**src/rtl/alu_uart_ctrl.sv**
```systemverilog
// Sequences three received bytes (A, B, opcode) into ALU load strobes, then returns the 9-bit result as two tx bytes.
// First tx start appears 3 edges after the opcode byte is accepted; waits indefinitely on rx/tx handshakes (no timeout).
module alu_uart_ctrl #(
    parameter int NB_DATA = 8,
    parameter int NB_OPS  = 6
) (
    input  logic               i_clk,
    input  logic               i_reset,
    input  logic [NB_DATA-1:0] i_rx_data,
    input  logic               i_rx_done,
    input  logic [NB_DATA:0]   i_alu_res,
    input  logic               i_tx_done,
    output logic [NB_DATA-1:0] o_data_a,
    output logic [NB_DATA-1:0] o_data_b,
    output logic [NB_OPS-1:0]  o_ops,
    output logic [2:0]         o_alu_valid,
    output logic [NB_DATA-1:0] o_tx_data,
    output logic               o_tx_start,
    output logic               o_busy
);

    typedef enum logic [2:0] {
        ST_WAIT_A,
        ST_WAIT_B,
        ST_WAIT_OP,
        ST_EXEC,
        ST_SEND_LO,
        ST_WAIT_LO,
        ST_SEND_HI,
        ST_WAIT_HI
    } state_t;

    state_t             r_state;
    state_t             w_next;
    logic [NB_DATA-1:0] r_data_a;
    logic [NB_DATA-1:0] r_data_b;
    logic [NB_OPS-1:0]  r_ops;
    logic [2:0]         r_alu_valid;
    logic [NB_DATA-1:0] r_tx_data;
    logic               r_tx_start;
    logic               r_busy;
    logic [NB_DATA:0]   r_result;

    logic [NB_DATA-1:0] w_data_a;
    logic [NB_DATA-1:0] w_data_b;
    logic [NB_OPS-1:0]  w_ops;
    logic [2:0]         w_alu_valid;
    logic [NB_DATA-1:0] w_tx_data;
    logic               w_tx_start;
    logic               w_busy;
    logic [NB_DATA:0]   w_result;

    always_ff @(posedge i_clk) begin
        if (i_reset) begin
            r_state     <= ST_WAIT_A;
            r_data_a    <= '0;
            r_data_b    <= '0;
            r_ops       <= '0;
            r_alu_valid <= '0;
            r_tx_data   <= '0;
            r_tx_start  <= 1'b0;
            r_busy      <= 1'b0;
            r_result    <= '0;
        end else begin
            r_state     <= w_next;
            r_data_a    <= w_data_a;
            r_data_b    <= w_data_b;
            r_ops       <= w_ops;
            r_alu_valid <= w_alu_valid;
            r_tx_data   <= w_tx_data;
            r_tx_start  <= w_tx_start;
            r_busy      <= w_busy;
            r_result    <= w_result;
        end
    end

    // Outputs are computed for the state being entered, so every port comes straight from a flop.
    always_comb begin
        w_next      = r_state;
        w_data_a    = r_data_a;
        w_data_b    = r_data_b;
        w_ops       = r_ops;
        w_alu_valid = 3'b000;
        w_tx_data   = r_tx_data;
        w_tx_start  = 1'b0;
        w_result    = r_result;
        unique case (r_state)
            ST_WAIT_A: begin
                if (i_rx_done) begin
                    w_data_a    = i_rx_data;
                    w_alu_valid = 3'b001;
                    w_next      = ST_WAIT_B;
                end
            end
            ST_WAIT_B: begin
                if (i_rx_done) begin
                    w_data_b    = i_rx_data;
                    w_alu_valid = 3'b010;
                    w_next      = ST_WAIT_OP;
                end
            end
            ST_WAIT_OP: begin
                if (i_rx_done) begin
                    w_ops       = i_rx_data[NB_OPS-1:0];
                    w_alu_valid = 3'b100;
                    w_next      = ST_EXEC;
                end
            end
            ST_EXEC: begin
                w_next = ST_SEND_LO;
            end
            // ALU latches the opcode at the end of EXEC, so its result is only settled here.
            ST_SEND_LO: begin
                w_result   = i_alu_res;
                w_tx_data  = i_alu_res[NB_DATA-1:0];
                w_tx_start = 1'b1;
                w_next     = ST_WAIT_LO;
            end
            ST_WAIT_LO: begin
                if (i_tx_done) begin
                    w_next = ST_SEND_HI;
                end
            end
            ST_SEND_HI: begin
                w_tx_data  = {{(NB_DATA-1){1'b0}}, r_result[NB_DATA]};
                w_tx_start = 1'b1;
                w_next     = ST_WAIT_HI;
            end
            ST_WAIT_HI: begin
                if (i_tx_done) begin
                    w_next = ST_WAIT_A;
                end
            end
            default: begin
                w_next = ST_WAIT_A;
            end
        endcase
        w_busy = !((w_next == ST_WAIT_A) || (w_next == ST_WAIT_B) || (w_next == ST_WAIT_OP));
    end

    assign o_data_a    = r_data_a;
    assign o_data_b    = r_data_b;
    assign o_ops       = r_ops;
    assign o_alu_valid = r_alu_valid;
    assign o_tx_data   = r_tx_data;
    assign o_tx_start  = r_tx_start;
    assign o_busy      = r_busy;

endmodule

```
**config.mk**
```make
export PLATFORM = sky130hd
export DESIGN_NAME = alu_uart_ctrl
export DESIGN_NICKNAME = d
export VERILOG_FILES = /design/src/rtl/alu_uart_ctrl.sv
export SDC_FILE = /design/constraint.sdc
export NUM_CORES = 1
export LEC_CHECK = 0
export ABC_AREA = 1
export CORE_MARGIN = 1.5
export CORE_UTILIZATION = 46
export CTS_BUF_LIST = sky130_fd_sc_hd__clkbuf_4 sky130_fd_sc_hd__clkbuf_8 sky130_fd_sc_hd__clkbuf_16
export CTS_CLUSTER_SIZE = 25
export DETAILED_ROUTE_END_ITERATION = 16
export PLACE_DENSITY_LB_ADDON = 0.1
export SYNTH_ARGS = -nofsm -noshare
export SYNTH_HDL_FRONTEND = slang
export SYNTH_SLANG_ARGS = --single-unit
export TNS_END_PERCENT = 30
```
**constraint.sdc**
```tcl
create_clock -name i_clk -period 2.08 [get_ports i_clk]
set_input_delay 0.208 -clock i_clk [delete_from_list [all_inputs] [get_ports i_clk]]
set_output_delay 0.208 -clock i_clk [all_outputs]
set_load 0.005 [all_outputs]
```
Word level (Yosys, flattened, before mapping)

Cells that the tools add are included.

Input bits: 21
Bits in registers: 47
Output and inout bits: 35

Equality and inequality tests: 9
Mux-type cells: 12
Reductions and logical operators: 10

Operator list:

| kind                                                            | number |
|---|---|
| 3-bit case mux with 8 select lines                              | 1 |
| 3-bit two-way mux                                               | 6 |
| 8-bit case mux with 2 select lines                              | 1 |
| 3-bit == test, second input constant                            | 4 |
| 3-bit by 2-bit == test with 1-bit output, second input constant | 3 |
| 3-bit case mux with 3 select lines                              | 1 |
| 3-bit by 1-bit == test with 1-bit output, second input constant | 2 |
| 3-bit zero test                                                 | 2 |
| 2-bit AND reduction                                             | 3 |
| 1-bit logical OR                                                | 2 |
| 1-bit two-way mux                                               | 2 |
| 2-bit two-way mux                                               | 1 |
| 2-bit nonzero test                                              | 1 |
| 2-bit OR reduction                                              | 1 |
| 1-bit zero test                                                 | 1 |

Logic depth before layout (Yosys ltp)

Depth after elaboration: 6
Gate-level depth with buffers: 8
Depth with buffers taken out: 7

Least setup slack after synthesis

Ideal clock, no wire load.

Kind: reg-to-reg
From: register r_state[1]
To: register r_data_b[0] (netlist: o_data_b[0])
Period minus slack after synthesis: 1.046 ns
Arrival: 0.930 ns
Setup time: 0.116 ns
Path slack: 1.034 ns
Path buffers: 1
Stages on the path, launching flop included: 8
Path through: dfxtp_1 -> buf_6 -> inv_6 -> nand3_4 -> nor2_4 -> inv_2 -> nor2_1 -> nor2_1

Word-level cells in the longest chain between the ends: 2

RTL lines:

| what                                     | line | RTL |
|---|---|---|
| start: declaration                       | 33   | `state_t r_state;` |
| start signal: assignment                 | 65   | `r_state <= w_next;` |
| 3-bit by 1-bit == test with 1-bit output | 87   | `unique case (r_state)` |
| 2-bit AND reduction (no line)            | n/a  |  |
| end signal: assignment                   | 67   | `r_data_b <= w_data_b;` |
| end: declaration                         | 36   | `logic [NB_DATA-1:0] r_data_b;` |

Every way passes these cells.
A chain may end at the register's enable or synchronous reset.

Final worst setup path

From: register r_ops[0] (netlist: o_ops[0])
To: output port o_ops[0]

RTL lines:

| what                     | line | RTL |
|---|---|---|
| start: declaration       | 37   | `logic [NB_OPS-1:0] r_ops;` |
| start signal: assignment | 68   | `r_ops <= w_ops;` |
| end: declaration         | 15   | `output logic [NB_OPS-1:0] o_ops,` |

No word-level cell between the ends.

==> metrics.yaml <==
worst_setup_path:
  path_cells: "clkdlybuf4s50_1"
  critPathMaxStageDelay_ns: 0.53
  required_ns: 1.87
  critical_path_buf_inv_count: 1
  critical_path_arrival_ns: 1.23
  start_kind: "register"
  ff2ff_path_depth: 5
  critPathMaxFanout: 2
  end_kind: "primary output"
  slowest_stage: "clkdlybuf4s50_1"
  cp.depth: 1
  critPathKind: "reg2out"
  cp_top_family: "buffers and inverters"
layout:
  diodes: 0
  most-common-layout-cells: "55 x clkdlybuf4s50_1, 42 x nand2_1, 39 x dfxtp_1, 35 x nor2_1, 18 x a21oi_1"
  nets: 259
  final_common_cell: "clkdlybuf4s50_1"
  syn_to_final_growth_pct: 42.3
  multi_input_area_um2: 602
  fin_area_um2: 2100
  drive_gt1_frac: 0.0921
  fillers: 283
  regArea_um2: 781
clock_network:
  numCtsBuffers: 5
  htree_num_levels: 2
  cts_max_path_buffers: 2
  cts_setup_buffers: 0
  clock_sinks: 39
  cts_tree: "done"
  path_clk_slew_ns: 0.11
  cts_resized: 0
  cts-root-buf: "clkbuf_4"
  cts_hold_buf: 0
  clk_latency_ns: 0.34
floorplan:
  initial_core_util: 0.484
  die_w_um: 59.7
  io_pins: 56
  core-area_um2: 3050
  rows: 20
  dieArea_um2: 3560
  die_h_um: 59.7
routing:
  vias: 1363
  postRouteAntennaNets: 0
  routed_wl_um: 3540
  wl_per_cell_um: 12.5
  drt-initial-drc-count: 49
  first_pass_iters: 4
  via_per_inst: 4.82
  route.detailed.drc: 0
yosys:
  yosysSeqAreaShare: 0.529
  ys_types: 21
  syn_area_um2: 1480
  synth-seq-cells: 39
  yosys_warnings: 0
  synth_nets: 202
  syn_inst: 181
  synth_area_per_cell_um2: 8.16
power_and_ir_drop:
  leakage_nw: 0.834
  power_frac_comb: 0.169
  p_seq_frac: 0.563
  p_sw_uw: 386
  p_per_area_nw_per_um2: 700
  clkPwrFrac: 0.268
  p_int_mw: 1.08
  irDropWorstVdd_v: 0.000529
  swShare: 0.263
placement:
  placed_area_um2: 2040
  gp_routability_congestion: 0.747
  port_buffers: 55
  dpl.hpwl_um: 2590
sta:
  setup_violations: 0
  timing.hold.ws_ns: 0.417
  drv_slew: 0
  fin_tns_setup_ns: 0
  slew_headroom: 0.645
  fmax_mhz: 694
  tightestPinTransition_ns: 0.532
  layout_worst_path_cycle_share: 0.692
  finClkSkew_ns: 0.00271
  rsz0062_at_grt: "no"
  final_hold_viol_count: 0
  fin_crit_ns: 1.44
min_path:
  hp-class: "in2reg"
  hold_path_depth: 3
global_route:
  grt.total_usage: 0.222
  grt_max_degree: 22
  overflow: 0
  grt_pass1_vias: 1346
  antenna_found_initial: 0
  grt_pass1_wl_um: 5870
run_status:
  outcome: "finished clean"
job:
  max_cap_violations: 0
## synth_stat cells
| library cell | instances | area (µm²) |
|---|---|---|
| nand2_1 | 42 | 158 |
| dfxtp_1 | 39 | 781 |
| nor2_1 | 35 | 131 |
| a21oi_1 | 18 | 90.1 |
| o21ai_0 | 16 | 80.1 |
| inv_1 | 4 | 15.0 |
| buf_6 | 3 | 33.8 |
| inv_2 | 3 | 11.3 |
| nand3_1 | 3 | 15.0 |
| a31oi_1 | 2 | 12.5 |
| clkbuf_1 | 2 | 7.51 |
| inv_4 | 2 | 12.5 |
| nor2_4 | 2 | 22.5 |
| nor2_8 | 2 | 40.0 |
| nor3_1 | 2 | 10.0 |
| clkbuf_2 | 1 | 5.00 |
| inv_6 | 1 | 8.76 |
| nand3_4 | 1 | 17.5 |
| nand4_1 | 1 | 6.26 |
| nand4_2 | 1 | 12.5 |
| nor2_2 | 1 | 6.26 |
## metrics by stage
step,power (mW),utilization,cells,setup slack (ns)
2_1_floorplan,0.961,-,181,1.03
3_3_place_gp,1.08,0.669,275,0.622
3_5_place_dp,1.09,0.669,275,0.546
4_1_cts,1.49,0.688,283,0.615
5_1_grt,1.55,0.688,283,0.501
6_report,1.47,0.688,283,0.640
## metal layers
metal / up-vias / global-route usage / routed length, µm
met4: 0 / 0.0762 / 52
met5: - / 0 / 0
met3: 6 / 0.0844 / 212
li1: 695 / - / -
met1: 627 / 0.244 / 1450
met2: 35 / 0.390 / 1820
## power by group through the flow
stage               registers [mW]  clock network [mW]  logic, mW
finish                       0.828               0.394      0.248
global route                 0.834               0.447      0.275
CTS                          0.828               0.415      0.250
detailed placement           0.844                   0      0.248
global placement             0.842                   0      0.242
floorplan                    0.830                   0      0.131
## worst paths after layout
check / slack, ns / to / start
max reg2reg: 0.64 / o_ops[0] / r_state[1]
max: 0.64 / o_ops[0] / o_ops[0]
min: 0.42 / o_tx_data[5] / i_alu_res[5]
min reg2reg: 0.47 / o_tx_data[4] / o_tx_data[4]
## registers in the layout, indices dropped and copies added (netlist names)
signal,count
o_alu_valid,3
o_busy,1
o_data_a,8
o_data_b,8
o_ops,6
o_tx_data,8
o_tx_start,1
r_result,1
r_state,3
## cells by family (layout without fill, tap and decap cells)
group / count (synthesis) / count (layout) / share of synthesized area
flip-flops: 39 / 39 / 0.529
AO/OA/AOI/OAI: 36 / 36 / 0.124
buffers and inverters: 16 / 74 / 0.0636
AND/OR/NAND/NOR: 90 / 90 / 0.284
## final cells by class
type,instances,share of cell area
Multi-Input combinational cell,126,0.286
Tap cell,44,0.0262
Clock inverter,1,0.00238
Clock buffer,7,0.0250
Inverter,10,0.0226
Sequential cell,39,0.372
Timing Repair Buffer,56,0.266
Note: power is estimated with default switching activity, not from simulation.
